`src/rtl/uart_pkg.sv`:
```
// Shared definitions for the UART transmit path: FSM state encoding and
// serial line levels.
package uart_pkg;

    // 3-bit state encoding for the transmit FSM
    localparam logic [2:0] ST_IDLE   = 3'd0;
    localparam logic [2:0] ST_START  = 3'd1;
    localparam logic [2:0] ST_DATA   = 3'd2;
    localparam logic [2:0] ST_PARITY = 3'd3;
    localparam logic [2:0] ST_STOP1  = 3'd4;
    localparam logic [2:0] ST_STOP_2 = 3'd5;

    typedef enum logic [2:0] {
        IDLE   = ST_IDLE,
        START  = ST_START,
        DATA   = ST_DATA,
        PARITY = ST_PARITY,
        STOP1  = ST_STOP1,
        STOP_2 = ST_STOP_2
    } tx_state_e;

    // Serial line levels
    localparam logic START_BIT = 1'b0;
    localparam logic STOP_BIT  = 1'b1;
    localparam logic IDLE_LINE = 1'b1;

endpackage

```
`src/rtl/uart_tx_serializer.sv`:
```
// Payload shift register and bit counter for the UART transmitter.
// The register shifts right so the payload leaves LSB first; the counter
// tracks which payload bit is on the line and saturates at the last bit.
module uart_tx_serializer
    import uart_pkg::*;
#(
    parameter int DATA_WIDTH = 8
) (
    input  logic                  CLK,
    input  logic                  RST,
    input  logic                  load,
    input  logic [DATA_WIDTH-1:0] load_data,
    input  logic                  clear,
    input  logic                  shift,
    output logic                  bit_lsb,
    output logic                  bit_next,
    output logic                  done
);

    localparam int CW = (DATA_WIDTH > 1) ? $clog2(DATA_WIDTH) : 1;
    localparam logic [CW-1:0] LAST_IDX = CW'(DATA_WIDTH - 1);

    logic [DATA_WIDTH-1:0] shreg;
    logic [CW-1:0]         cnt;

    // Load a new payload, or shift out one bit per DATA cycle
    always_ff @(posedge CLK or negedge RST) begin
        if (!RST) begin
            shreg <= '0;
            cnt   <= '0;
        end else if (load) begin
            shreg <= load_data;
            cnt   <= '0;
        end else begin
            if (shift) begin
                shreg <= {1'b0, shreg[DATA_WIDTH-1:1]};
            end
            if (clear) begin
                cnt <= '0;
            end else if (shift && !done) begin
                cnt <= cnt + CW'(1);
            end
        end
    end

    // bit_next is the bit that becomes the LSB after the next shift
    always_comb begin
        bit_lsb  = shreg[0];
        bit_next = shreg[1];
        done     = (cnt == LAST_IDX);
    end

endmodule

```
`src/rtl/uart_tx_ctrl.sv`:
```
// UART transmit controller: frame FSM, parity latch and registered line
// outputs. One CLK cycle is one bit time.
// Optional feature macro: UART_TX_BACK2BACK_EN -- when defined, a request
// during the final stop bit starts the next frame with no idle cycle.
//
// state  | meaning
// IDLE   | line high, waiting for Data_Valid
// START  | start bit (line low)
// DATA   | payload bits, LSB first
// PARITY | latched parity bit
// STOP1  | first stop bit (final one unless two stop bits latched)
// STOP_2 | second stop bit, always final
module uart_tx_ctrl
    import uart_pkg::*;
#(
    parameter int DATA_WIDTH = 8
) (
    input  logic                  CLK,
    input  logic                  RST,
    input  logic [DATA_WIDTH-1:0] P_DATA,
    input  logic                  Data_Valid,
    input  logic                  PAR_EN,
    input  logic                  PAR_TYP,
    input  logic                  STOP2,
    output logic                  TX_OUT,
    output logic                  Busy,
    output logic                  Frame_Done
);

    tx_state_e state;
    tx_state_e state_nxt;

    logic par_en_q;
    logic par_bit_q;
    logic stop2_q;

    logic final_stop;
    logic can_accept;
    logic accept;
    logic ser_clear;
    logic ser_shift;
    logic ser_lsb;
    logic ser_next;
    logic ser_done;

    logic tx_nxt;
    logic busy_nxt;
    logic done_nxt;

    uart_tx_serializer #(
        .DATA_WIDTH(DATA_WIDTH)
    ) u_ser (
        .CLK      (CLK),
        .RST      (RST),
        .load     (accept),
        .load_data(P_DATA),
        .clear    (ser_clear),
        .shift    (ser_shift),
        .bit_lsb  (ser_lsb),
        .bit_next (ser_next),
        .done     (ser_done)
    );

    // Decide where a new request may be taken
    always_comb begin
        final_stop = ((state == STOP1) && !stop2_q) || (state == STOP_2);
`ifdef UART_TX_BACK2BACK_EN
        can_accept = (state == IDLE) || final_stop;
`else
        can_accept = (state == IDLE);
`endif
        accept = Data_Valid && can_accept;
    end

    // Next-state logic and next-cycle line/status values
    always_comb begin
        state_nxt = state;
        ser_clear = 1'b0;
        ser_shift = 1'b0;
        tx_nxt    = IDLE_LINE;
        busy_nxt  = 1'b0;
        done_nxt  = 1'b0;

        case (state)
            IDLE: begin
                if (accept) state_nxt = START;
            end
            START: begin
                state_nxt = DATA;
                ser_clear = 1'b1;
            end
            DATA: begin
                ser_shift = 1'b1;
                if (ser_done) state_nxt = par_en_q ? PARITY : STOP1;
            end
            PARITY: begin
                state_nxt = STOP1;
            end
            STOP1: begin
                if (stop2_q)     state_nxt = STOP_2;
                else if (accept) state_nxt = START;
                else             state_nxt = IDLE;
            end
            STOP_2: begin
                state_nxt = accept ? START : IDLE;
            end
            default: begin
                state_nxt = IDLE;
            end
        endcase

        // Outputs are derived from the state being entered so that they
        // can be registered together with it. Entering DATA from START
        // presents the freshly loaded LSB; staying in DATA presents the
        // bit that the concurrent shift moves into the LSB.
        case (state_nxt)
            IDLE:    tx_nxt = IDLE_LINE;
            START:   tx_nxt = START_BIT;
            DATA:    tx_nxt = (state == DATA) ? ser_next : ser_lsb;
            PARITY:  tx_nxt = par_bit_q;
            STOP1:   tx_nxt = STOP_BIT;
            STOP_2:  tx_nxt = STOP_BIT;
            default: tx_nxt = IDLE_LINE;
        endcase

        busy_nxt = (state_nxt != IDLE);
        done_nxt = (state_nxt == STOP_2) || ((state_nxt == STOP1) && !stop2_q);
    end

    // State and registered outputs
    always_ff @(posedge CLK or negedge RST) begin
        if (!RST) begin
            state      <= IDLE;
            TX_OUT     <= IDLE_LINE;
            Busy       <= 1'b0;
            Frame_Done <= 1'b0;
        end else begin
            state      <= state_nxt;
            TX_OUT     <= tx_nxt;
            Busy       <= busy_nxt;
            Frame_Done <= done_nxt;
        end
    end

    // Per-frame configuration and parity, captured at acceptance
    always_ff @(posedge CLK or negedge RST) begin
        if (!RST) begin
            par_en_q  <= 1'b0;
            par_bit_q <= 1'b0;
            stop2_q   <= 1'b0;
        end else if (accept) begin
            par_en_q  <= PAR_EN;
            par_bit_q <= (^P_DATA) ^ PAR_TYP;
            stop2_q   <= STOP2;
        end
    end

endmodule
```
`config.mk`:
```
export PLATFORM = sky130hd
export DESIGN_NAME = uart_tx_ctrl
export DESIGN_NICKNAME = d
export VERILOG_FILES = /design/src/rtl/uart_pkg.sv /design/src/rtl/uart_tx_serializer.sv /design/src/rtl/uart_tx_ctrl.sv
export SDC_FILE = /design/constraint.sdc
export NUM_CORES = 1
export LEC_CHECK = 0
export ABC_AREA = 1
export ABC_CLOCK_PERIOD_IN_PS = 2500
export CAP_MARGIN = 20
export CORE_MARGIN = 2
export CORE_UTILIZATION = 56
export CTS_CLUSTER_DIAMETER = 30
export DETAILED_ROUTE_END_ITERATION = 6
export PLACE_DENSITY = 0.83
export RECOVER_POWER = 25
export SLEW_MARGIN = 30
export SYNTH_ARGS = -nofsm -noshare
export SYNTH_HDL_FRONTEND = slang
export SYNTH_SLANG_ARGS = --single-unit
```
`constraint.sdc`:
```
create_clock -name CLK -period 2.5 [get_ports CLK]
set_input_delay 0.5 -clock CLK [delete_from_list [all_inputs] [get_ports CLK]]
set_output_delay 0.5 -clock CLK [all_outputs]
set_load 0.01 [all_outputs]
```
==> impl_metrics.env <==
export IMPL_status="complete, no violations"
export IMPL_worst_ep_required_time_ns=2.00
export IMPL_grt_usage_pct=21.27
export IMPL_maxSlewViolCount=0
export IMPL_synth_top_cell_by_area="dfrtp_1"
export IMPL_cts_max_path_buffers=2
export IMPL_max_cap_viol_count=0
export IMPL_area_growth_syn_to_layout_pct=20.09
export IMPL_gp_congestion=0.8338
export IMPL_grt_setup_unrepaired="false"
export IMPL_grt_remaining_overflow=0
export IMPL_synth_edf_count=0
export IMPL_dp_cells=178
export IMPL_synthDistinctLibCells=23
export IMPL_drt_iter0_markers=8
export IMPL_cts_root_buffer="clkbuf_4"
export IMPL_grt_max_degree=21
export IMPL_hold_viol_final=0
export IMPL_synth_fp_nets=153
export IMPL_worstPathArrival_ns=1.35
export IMPL_synth_main_ff_cell="dfrtp_1"
export IMPL_drtAntennaViolNets=0
export IMPL_antenna_found_initial=0
export IMPL_netlist_area_um2=1084
export IMPL_initial_utilization_pct=61.42
export IMPL_placementRows=15
export IMPL_vdd_drop_max_mv=0.5146
export IMPL_startpoint_type="flop"
export IMPL_synth_area_leaders="dfrtp_1 (44%), nand2_1 (16%), nand3_1 (6.0%)"
export IMPL_p_per_area_nw_per_um2=1121
export IMPL_path_class="reg2out"
export IMPL_die_x_um=47.99
export IMPL_clock_sinks=20
export IMPL_clk_latency_ns=0.30
export IMPL_post_synth_top_count_cell="nand2_1"
export IMPL_synth_top_cell_area_share_pct=43.88
export IMPL_worstMarginPinSlew_ns=1.031
export IMPL_dieHeight_um=47.99
export IMPL_fmax_mhz=539.5
export IMPL_grt_pass1_vias=848
export IMPL_synth_seq_cells=20
export IMPL_dp_hpwl_um=1548
export IMPL_path_clk_slew_ns=0.11
export IMPL_instances_no_fill=182
export IMPL_syn_inst=137
export IMPL_hp_class="reg2reg"
export IMPL_fin_skew_ns=0.008640
export IMPL_period_share_pct=74.15
export IMPL_drcViolationCount=0
export IMPL_wirelength_um=1986
export IMPL_ys_warn_count=0
export IMPL_io_pins=17
export IMPL_path_delay_family="flip-flops"
export IMPL_crit_buf_inv=1
export IMPL_wl_per_cell_um=10.91
export IMPL_num_vias=933
export IMPL_holdBufCountCts=0
export IMPL_endpoint_kind="output pin"
export IMPL_cts_buffers=3
export IMPL_synth_seq_area_share_pct=46.30
export IMPL_synthArstFlopShare_pct=100.0
export IMPL_finalCriticalPeriod_ns=1.854
export IMPL_worstPathMaxFanout=1
export IMPL_yosys_top_cells_count="nand2_1 (46), dfrtp_1 (19), inv_1 (13), nand3_1 (13), o21ai_0 (10)"
export IMPL_num_antenna_cells=0
export IMPL_coreArea_um2=1764
export IMPL_slowest_stage="dfstp_2"
export IMPL_firstDrtPassIters=4
export IMPL_cp_cell_sequence="clkdlybuf4s50_1"
export IMPL_relSlewSlack_pct=31.26
export IMPL_cts_resized_gates=0
export IMPL_nets=174
export IMPL_slowest_delay_ns=0.54
export IMPL_grt_pass1_wl_um=3318
export IMPL_h_tree_depth=1
export IMPL_finalSetupViolations=0
export IMPL_routed_via_density=5.126
export IMPL_leakage_uw=0.0006716
export IMPL_die_area_um2=2303
export IMPL_cts_tree="yes"
export IMPL_drive_gt1_share_pct=12.10
export IMPL_post_cts_buffers=0
export IMPL_fin_setup_tns_ns=0
export IMPL_portBuffers=16
export IMPL_avgSynthCellArea_um2=7.909
[stage by stage]
stage / hold WS (ns) / power [µW] / util (%) / setup WS [ns] / instance area (µm²)
6_report: 0.5027 / 1459 / 73.76 / 0.6463 / 1301
4_1_cts: 0.5030 / 1470 / 73.97 / 0.6311 / 1305
5_1_grt: 0.5230 / 1598 / 73.76 / 0.5980 / 1301
3_5_place_dp: 0.4782 / 1286 / 71.91 / 0.7423 / 1269
2_1_floorplan: 0.2044 / 1104 / - / 1.141 / 1084
3_3_place_gp: 0.4683 / 1250 / 71.91 / 0.7977 / 1269
[worst paths after layout]
kind	startpoint	to	slack [ns]	depth (start not counted)
max	TX_OUT	TX_OUT	0.65	1
min	u_ser.cnt[2]	u_ser.cnt[2]	0.50	2
max reg2reg	u_ser.cnt[0]	Frame_Done	0.95	6
min reg2reg	u_ser.cnt[2]	u_ser.cnt[2]	0.50	2
max in group asynchronous	RST	Frame_Done	0.99	2
min in group asynchronous	RST	state[1]	0.88	2
[per-layer routing]
metal | global-route usage (%) | vias to the layer above | wire length, µm
met5 | 0 | - | 0
met4 | 15.68 | 0 | 59
met2 | 36.80 | 30 | 991
met3 | 2.264 | 6 | 68
met1 | 23.88 | 411 | 866
li1 | - | 486 | -
[worst min-delay path, cell delays in order, from the launching register on]
cell	delay (ns)
dfrtp_1	0.37
nand2_1	0.06
nand2_1	0.05
[power breakdown]
| group | leakage, µW | total (µW) | switching, µW | internal, µW |
|---|---|---|---|---|
| clock | 0.0000210 | 183 | 94.5 | 88.8 |
| combinational | 0.000402 | 696 | 417 | 279 |
| sequential | 0.000248 | 579 | 92.6 | 486 |
[final cells by class]
class                      instances  area, µm²
inverter                          17      63.81
tap                               25      31.28
clock buffer                       4      36.28
multi-input combinational         99      504.2
fill                             142      462.9
timing repair buffer              17      163.9
sequential                        20      501.7
[layout by cell type, fill, tap and decap left out, drive strengths merged]
cell type	Yosys	final
ha	2	2
o21ai	14	14
a21oi	3	3
dfrtp	19	19
nand3	16	16
clkbuf	1	5
nand4	2	2
dfstp	1	1
nand2	49	49
clkdlybuf4s50	0	15
o22ai	1	1
xor2	1	1
inv	17	17
nor2	10	10
dlygate4sd3	0	1
and3	1	1
[cell families (layout without fill, tap and decap cells)]
family | after synthesis | count (layout) | synth area share [%]
AOI/OAI and AO/OA | 18 | 18 | 8.776
and+or+nand+nor | 78 | 78 | 34.64
adders and majority gates | 2 | 2 | 2.309
buffers and inverters | 18 | 38 | 7.159
xor gates and xnor gates | 1 | 1 | 0.8085
DFF | 20 | 20 | 46.31
[registers in the layout (all words and copies together) (netlist names)]
name	flops
u_ser.cnt	3
par_bit_q	1
par_en_q	1
Busy	1
Frame_Done	1
state	3
TX_OUT	1
stop2_q	1
u_ser.shreg	8
Power figures use the tool's default switching activity.
==> RTL change 1: new RTL, same flow settings <==
`DATA_WIDTH` is set to 8 in 2 places; all go to 16.
--- a/src/rtl/uart_tx_serializer.sv
+++ b/src/rtl/uart_tx_serializer.sv
@@ -4,7 +4,7 @@
 module uart_tx_serializer
     import uart_pkg::*;
 #(
-    parameter int DATA_WIDTH = 8
+    parameter int DATA_WIDTH = 16
 ) (
     input  logic                  CLK,
     input  logic                  RST,
--- a/src/rtl/uart_tx_ctrl.sv
+++ b/src/rtl/uart_tx_ctrl.sv
@@ -13,7 +13,7 @@
 module uart_tx_ctrl
     import uart_pkg::*;
 #(
-    parameter int DATA_WIDTH = 8
+    parameter int DATA_WIDTH = 16
 ) (
     input  logic                  CLK,
     input  logic                  RST,
Ports: changed (resized P_DATA); port bits go from 17 to 25. The function was not compared with the original's and may differ.
==> RTL change 1 against the original RTL <==
- setup slack got worse by 16 ps
- clock power increased by 60%
- power increased by 49%
- via count increased by 48%
- synthesized cell count increased by 57%
- non-clock buffer count increased by 8
- design area increased by 53%
- highest routed layer unchanged
- sequential power increased by 39%
- routed wire length increased by 55%
- area after synthesis increased by 55%
- global-route usage increased by 0.14 points
- critical path depth unchanged
- sequential cell count increased by 9
==> RTL change 1: results <==
[status]
run_status = finished, final reports clean

[global_route]
grt_pass1_vias = 1284
grt_usage = 0.2142
grt_max_degree = 30
grt_pass1_wl_um = 5609
antenna_found_initial = 0

[finish]
fillCellCount = 230
nets = 265
final_cell_area_um2 = 1987
layout-drive-gt1-share = 0.09465
antenna_cells = 0
largest_registers = u_ser.shreg x16, u_ser.cnt x4, state x3

[placement]
pre_cts_slack_ps = 529.6
hpwl_um = 2305
routabilityCongestion = 0.7667
io_buffers = 24
post_dp_cell_area_um2 = 1928

[logic_synthesis]
synth_xor_area_frac = 0.05201
yosys.area_share.adder = 0.007429
yosysSeqAreaShare = 0.4316
synth_nets = 238
async_flop_share = 1.000
synth.avg_cell_area_um2 = 7.833
synth_compound_area_frac = 0.1545
synth_cell_types = 32
synthDominantCellAreaShare = 0.4160
synth_common_cells = nand2_1 (61), inv_1 (30), dfrtp_1 (28), o21ai_1 (25), o21ai_0 (12)
yosys-top-cells-area = dfrtp_1 (42%), nand2_1 (14%), o21ai_1 (7.4%)
yosys-mux-area-fraction = 0
ys.warnings.count = 0

[cts]
cts_resized = 0
clockBufferDepth = 2
cts_buffers = 5
clk_pin_slew_ps = 90
cts_setup_buffers = 0
cts_root_buf = clkbuf_4
htree_levels = 2
insertion_delay_ps = 320

[detailed_routing]
postRouteAntennaNets = 0
vias = 1378
drt_iter0_drc = 63
routedWlPerCell_um = 11.22
vias_per_cell = 5.029
drt_pass1_iterations = 4

[setup_path]
cp.arrival_ps = 1370
crit_family = flip-flops
slowest_stage = dfstp_2
cpPeakStageDelay_ps = 530
worstPathMaxFanout = 1

[power_and_ir_drop]
leakage_nw = 1.000
ir_drop_mv = 0.6158
p_sw_frac = 0.4247

[sta]
tightest_slew_ps = 364.4
fin_worst_skew_ps = 9.451

[worst_hold_path]
hp-class = flip-flop to flip-flop
## RTL change 1: cell families after synthesis
| kind of cell | count (synthesis) |
|---|---|
| compound gates | 48 |
| flops | 29 |
| buf+inv | 39 |
| simple gates | 88 |
| xor+xnor | 10 |
| fa+ha+maj | 1 |
## RTL change 1: worst reg2reg max path: stages (launching register included)
cell     delay (ps)
dfrtp_1         440
or2_4           300
nor2_8          210
inv_4           160
nand2_4         190
nor2_1           70
a21oi_1         120
## RTL change 1: final cells by class
type                    count  area share
flip-flops and latches     29      0.3659
multi-input cells         147      0.3948
well taps                  31     0.01952
repair buffers             25      0.1247
inverters                  34     0.06549
clock buffers               8     0.02960
## RTL change 1: power groups by stage
stage	Combinational (W)	Clock [W]	Sequential (W)
6_report	0.00107	0.000293	0.000804
5_1_grt	0.00122	0.000324	0.000822
3_5_place_dp	0.00107	0	0.000814
4_1_cts	0.00108	0.000296	0.000803
3_3_place_gp	0.00104	0	0.000805
2_1_floorplan	0.000865	0	0.000800
## RTL change 1: routing by layer
| metal | vias to the layer above | track usage | wire length, um |
|---|---|---|---|
| met5 | - | 0 | 0 |
| met4 | 0 | 0.08766 | 43 |
| met3 | 5 | 0.04835 | 128 |
| met2 | 30 | 0.3365 | 1411 |
| met1 | 606 | 0.2861 | 1491 |
| li1 | 737 | - | - |
## RTL change 1: final timing paths
check                      startpoint             end  slack, ps  depth (start not counted)
setup / recovery               TX_OUT          TX_OUT        630                          1
hold / removal                stop2_q      Frame_Done        500                          1
setup reg to reg             state[1]  u_ser.shreg[2]        940                          6
hold reg to reg               stop2_q      Frame_Done        500                          1
max in group asynchronous         RST          TX_OUT       1570                          2
min in group asynchronous         RST  u_ser.shreg[7]        620                          2
==> RTL change 2: new RTL, same flow settings <==
Made on the original files. Make the reset (`RST`) synchronous in 3 clocked blocks.
--- a/src/rtl/uart_tx_serializer.sv
+++ b/src/rtl/uart_tx_serializer.sv
@@ -24,7 +24,7 @@
     logic [CW-1:0]         cnt;
 
     // Load a new payload, or shift out one bit per DATA cycle
-    always_ff @(posedge CLK or negedge RST) begin
+    always_ff @(posedge CLK) begin
         if (!RST) begin
             shreg <= '0;
             cnt   <= '0;
--- a/src/rtl/uart_tx_ctrl.sv
+++ b/src/rtl/uart_tx_ctrl.sv
@@ -128,7 +128,7 @@
     end
 
     // State and registered outputs
-    always_ff @(posedge CLK or negedge RST) begin
+    always_ff @(posedge CLK) begin
         if (!RST) begin
             state      <= IDLE;
             TX_OUT     <= IDLE_LINE;
@@ -143,7 +143,7 @@
     end
 
     // Per-frame configuration and parity, captured at acceptance
-    always_ff @(posedge CLK or negedge RST) begin
+    always_ff @(posedge CLK) begin
         if (!RST) begin
             par_en_q  <= 1'b0;
             par_bit_q <= 1'b0;
Formal check against the unedited RTL: differs if RST is asserted again (counterexample within 4 cycles, from zero or initial values and one cycle with RST low); with RST held inactive, the same outputs for 10 cycles.
==> RTL change 2 against the original RTL <==
- routed wire length up 11%
- sequential cell count unchanged
- count of clock-buffer cells in the layout down 1
- design area down 9.0%
- largest cell class unchanged
- setup slack better by 150 ps
- area after synthesis down 7.9%
- critical path depth up 5
Power is not compared: it rests on default switching activity, and its combinational part moved more than twofold at a synthesized area within 25%.
==> RTL change 2: results <==
[finish]
fillCellCount = 139
nets = 184
layout-drive-gt1-share = 0.04819

[logic_synthesis]
synth_nets = 165
async_flop_share = 0
yosysSeqAreaShare = 0.4010
synth_compound_area_frac = 0.1216
yosys.area_share.adder = 0.02506
synth_cell_types = 22
yosys-top-cells-area = dfxtp_1 (40%), nand2_1 (20%), inv_1 (6.8%)
synth_common_cells = nand2_1 (52), dfxtp_1 (20), inv_1 (18), nor2_1 (15)
synth_xor_area_frac = 0.008772
yosys-mux-area-fraction = 0

[sta]
slew_headroom = 0.7614
fin_worst_skew_ps = 1.617

[cts]
insertion_delay_ps = 300

[placement]
hpwl_um = 1757
routabilityCongestion = 0.8081

[global_route]
grt_pass1_wl_um = 3408
grt_usage = 0.2235
grt_max_degree = 13
grt_pass1_vias = 856

[detailed_routing]
vias = 972
drt_wl_total_um = 2196
drt_iter0_drc = 27

[status]
run_status = finished, final reports clean

[setup_path]
slowest_stage = clkdlybuf4s50_1
crit_family = buffers and inverters
cp.arrival_ps = 1900
cpPeakStageDelay_ps = 460
## RTL change 2: changes by cell type after synthesis, moves of 4 or more
cell     before  now
inv_1        13   18
nor2_1        8   15
nand3_1      13    6
dfrtp_1      19    0
a31oi_1       0    4
dfxtp_1       0   20
nand2_1      46   52
a21oi_1       3    8
## RTL change 2: stage by stage
stage,instance area [um2],setup WS (ps),std cells
5_1_grt,1184,704.6,191
6_report,1184,797.4,191
3_5_place_dp,1174,716.3,188
2_1_floorplan,998.5,1220,149
4_1_cts,1196,845.3,191
3_3_place_gp,1174,776.4,188
## RTL change 2: per-layer routing
metal,up-vias,GRT usage,share of wire
met3,6,0.03529,0.047
met5,-,0,0
met4,0,0.06857,0.017
met1,434,0.2673,0.44
met2,32,0.4028,0.50
li1,500,-,-
## RTL change 2: power by group
group / leakage [nW] / internal [W] / total [W] / switching (W)
Sequential: 0.164 / 0.000342 / 0.000355 / 0.0000132
Clock: 0.0138 / 0.0000561 / 0.000152 / 0.0000961
Combinational: 0.382 / 0.0000575 / 0.000137 / 0.0000791
Total: 0.560 / 0.000455 / 0.000644 / 0.000188
## RTL change 2: layout make-up
class,instances,share of cell area
sequential,20,0.3383
clock buffer,3,0.01903
tap,25,0.02643
inverter,22,0.06977
timing repair buffer,16,0.1353
multi-input combinational,105,0.4112
## RTL change 2: worst paths after layout
| kind | startpoint | to | slack [ps] | cells after the start |
|---|---|---|---|---|
| worst max register to register | state[2] | u_ser.shreg[5] | 900 | 6 |
| worst max-delay path | Data_Valid | u_ser.shreg[1] | 800 | 6 |
| worst min-delay path | stop2_q | Frame_Done | 480 | 1 |
| worst min register to register | stop2_q | Frame_Done | 480 | 1 |
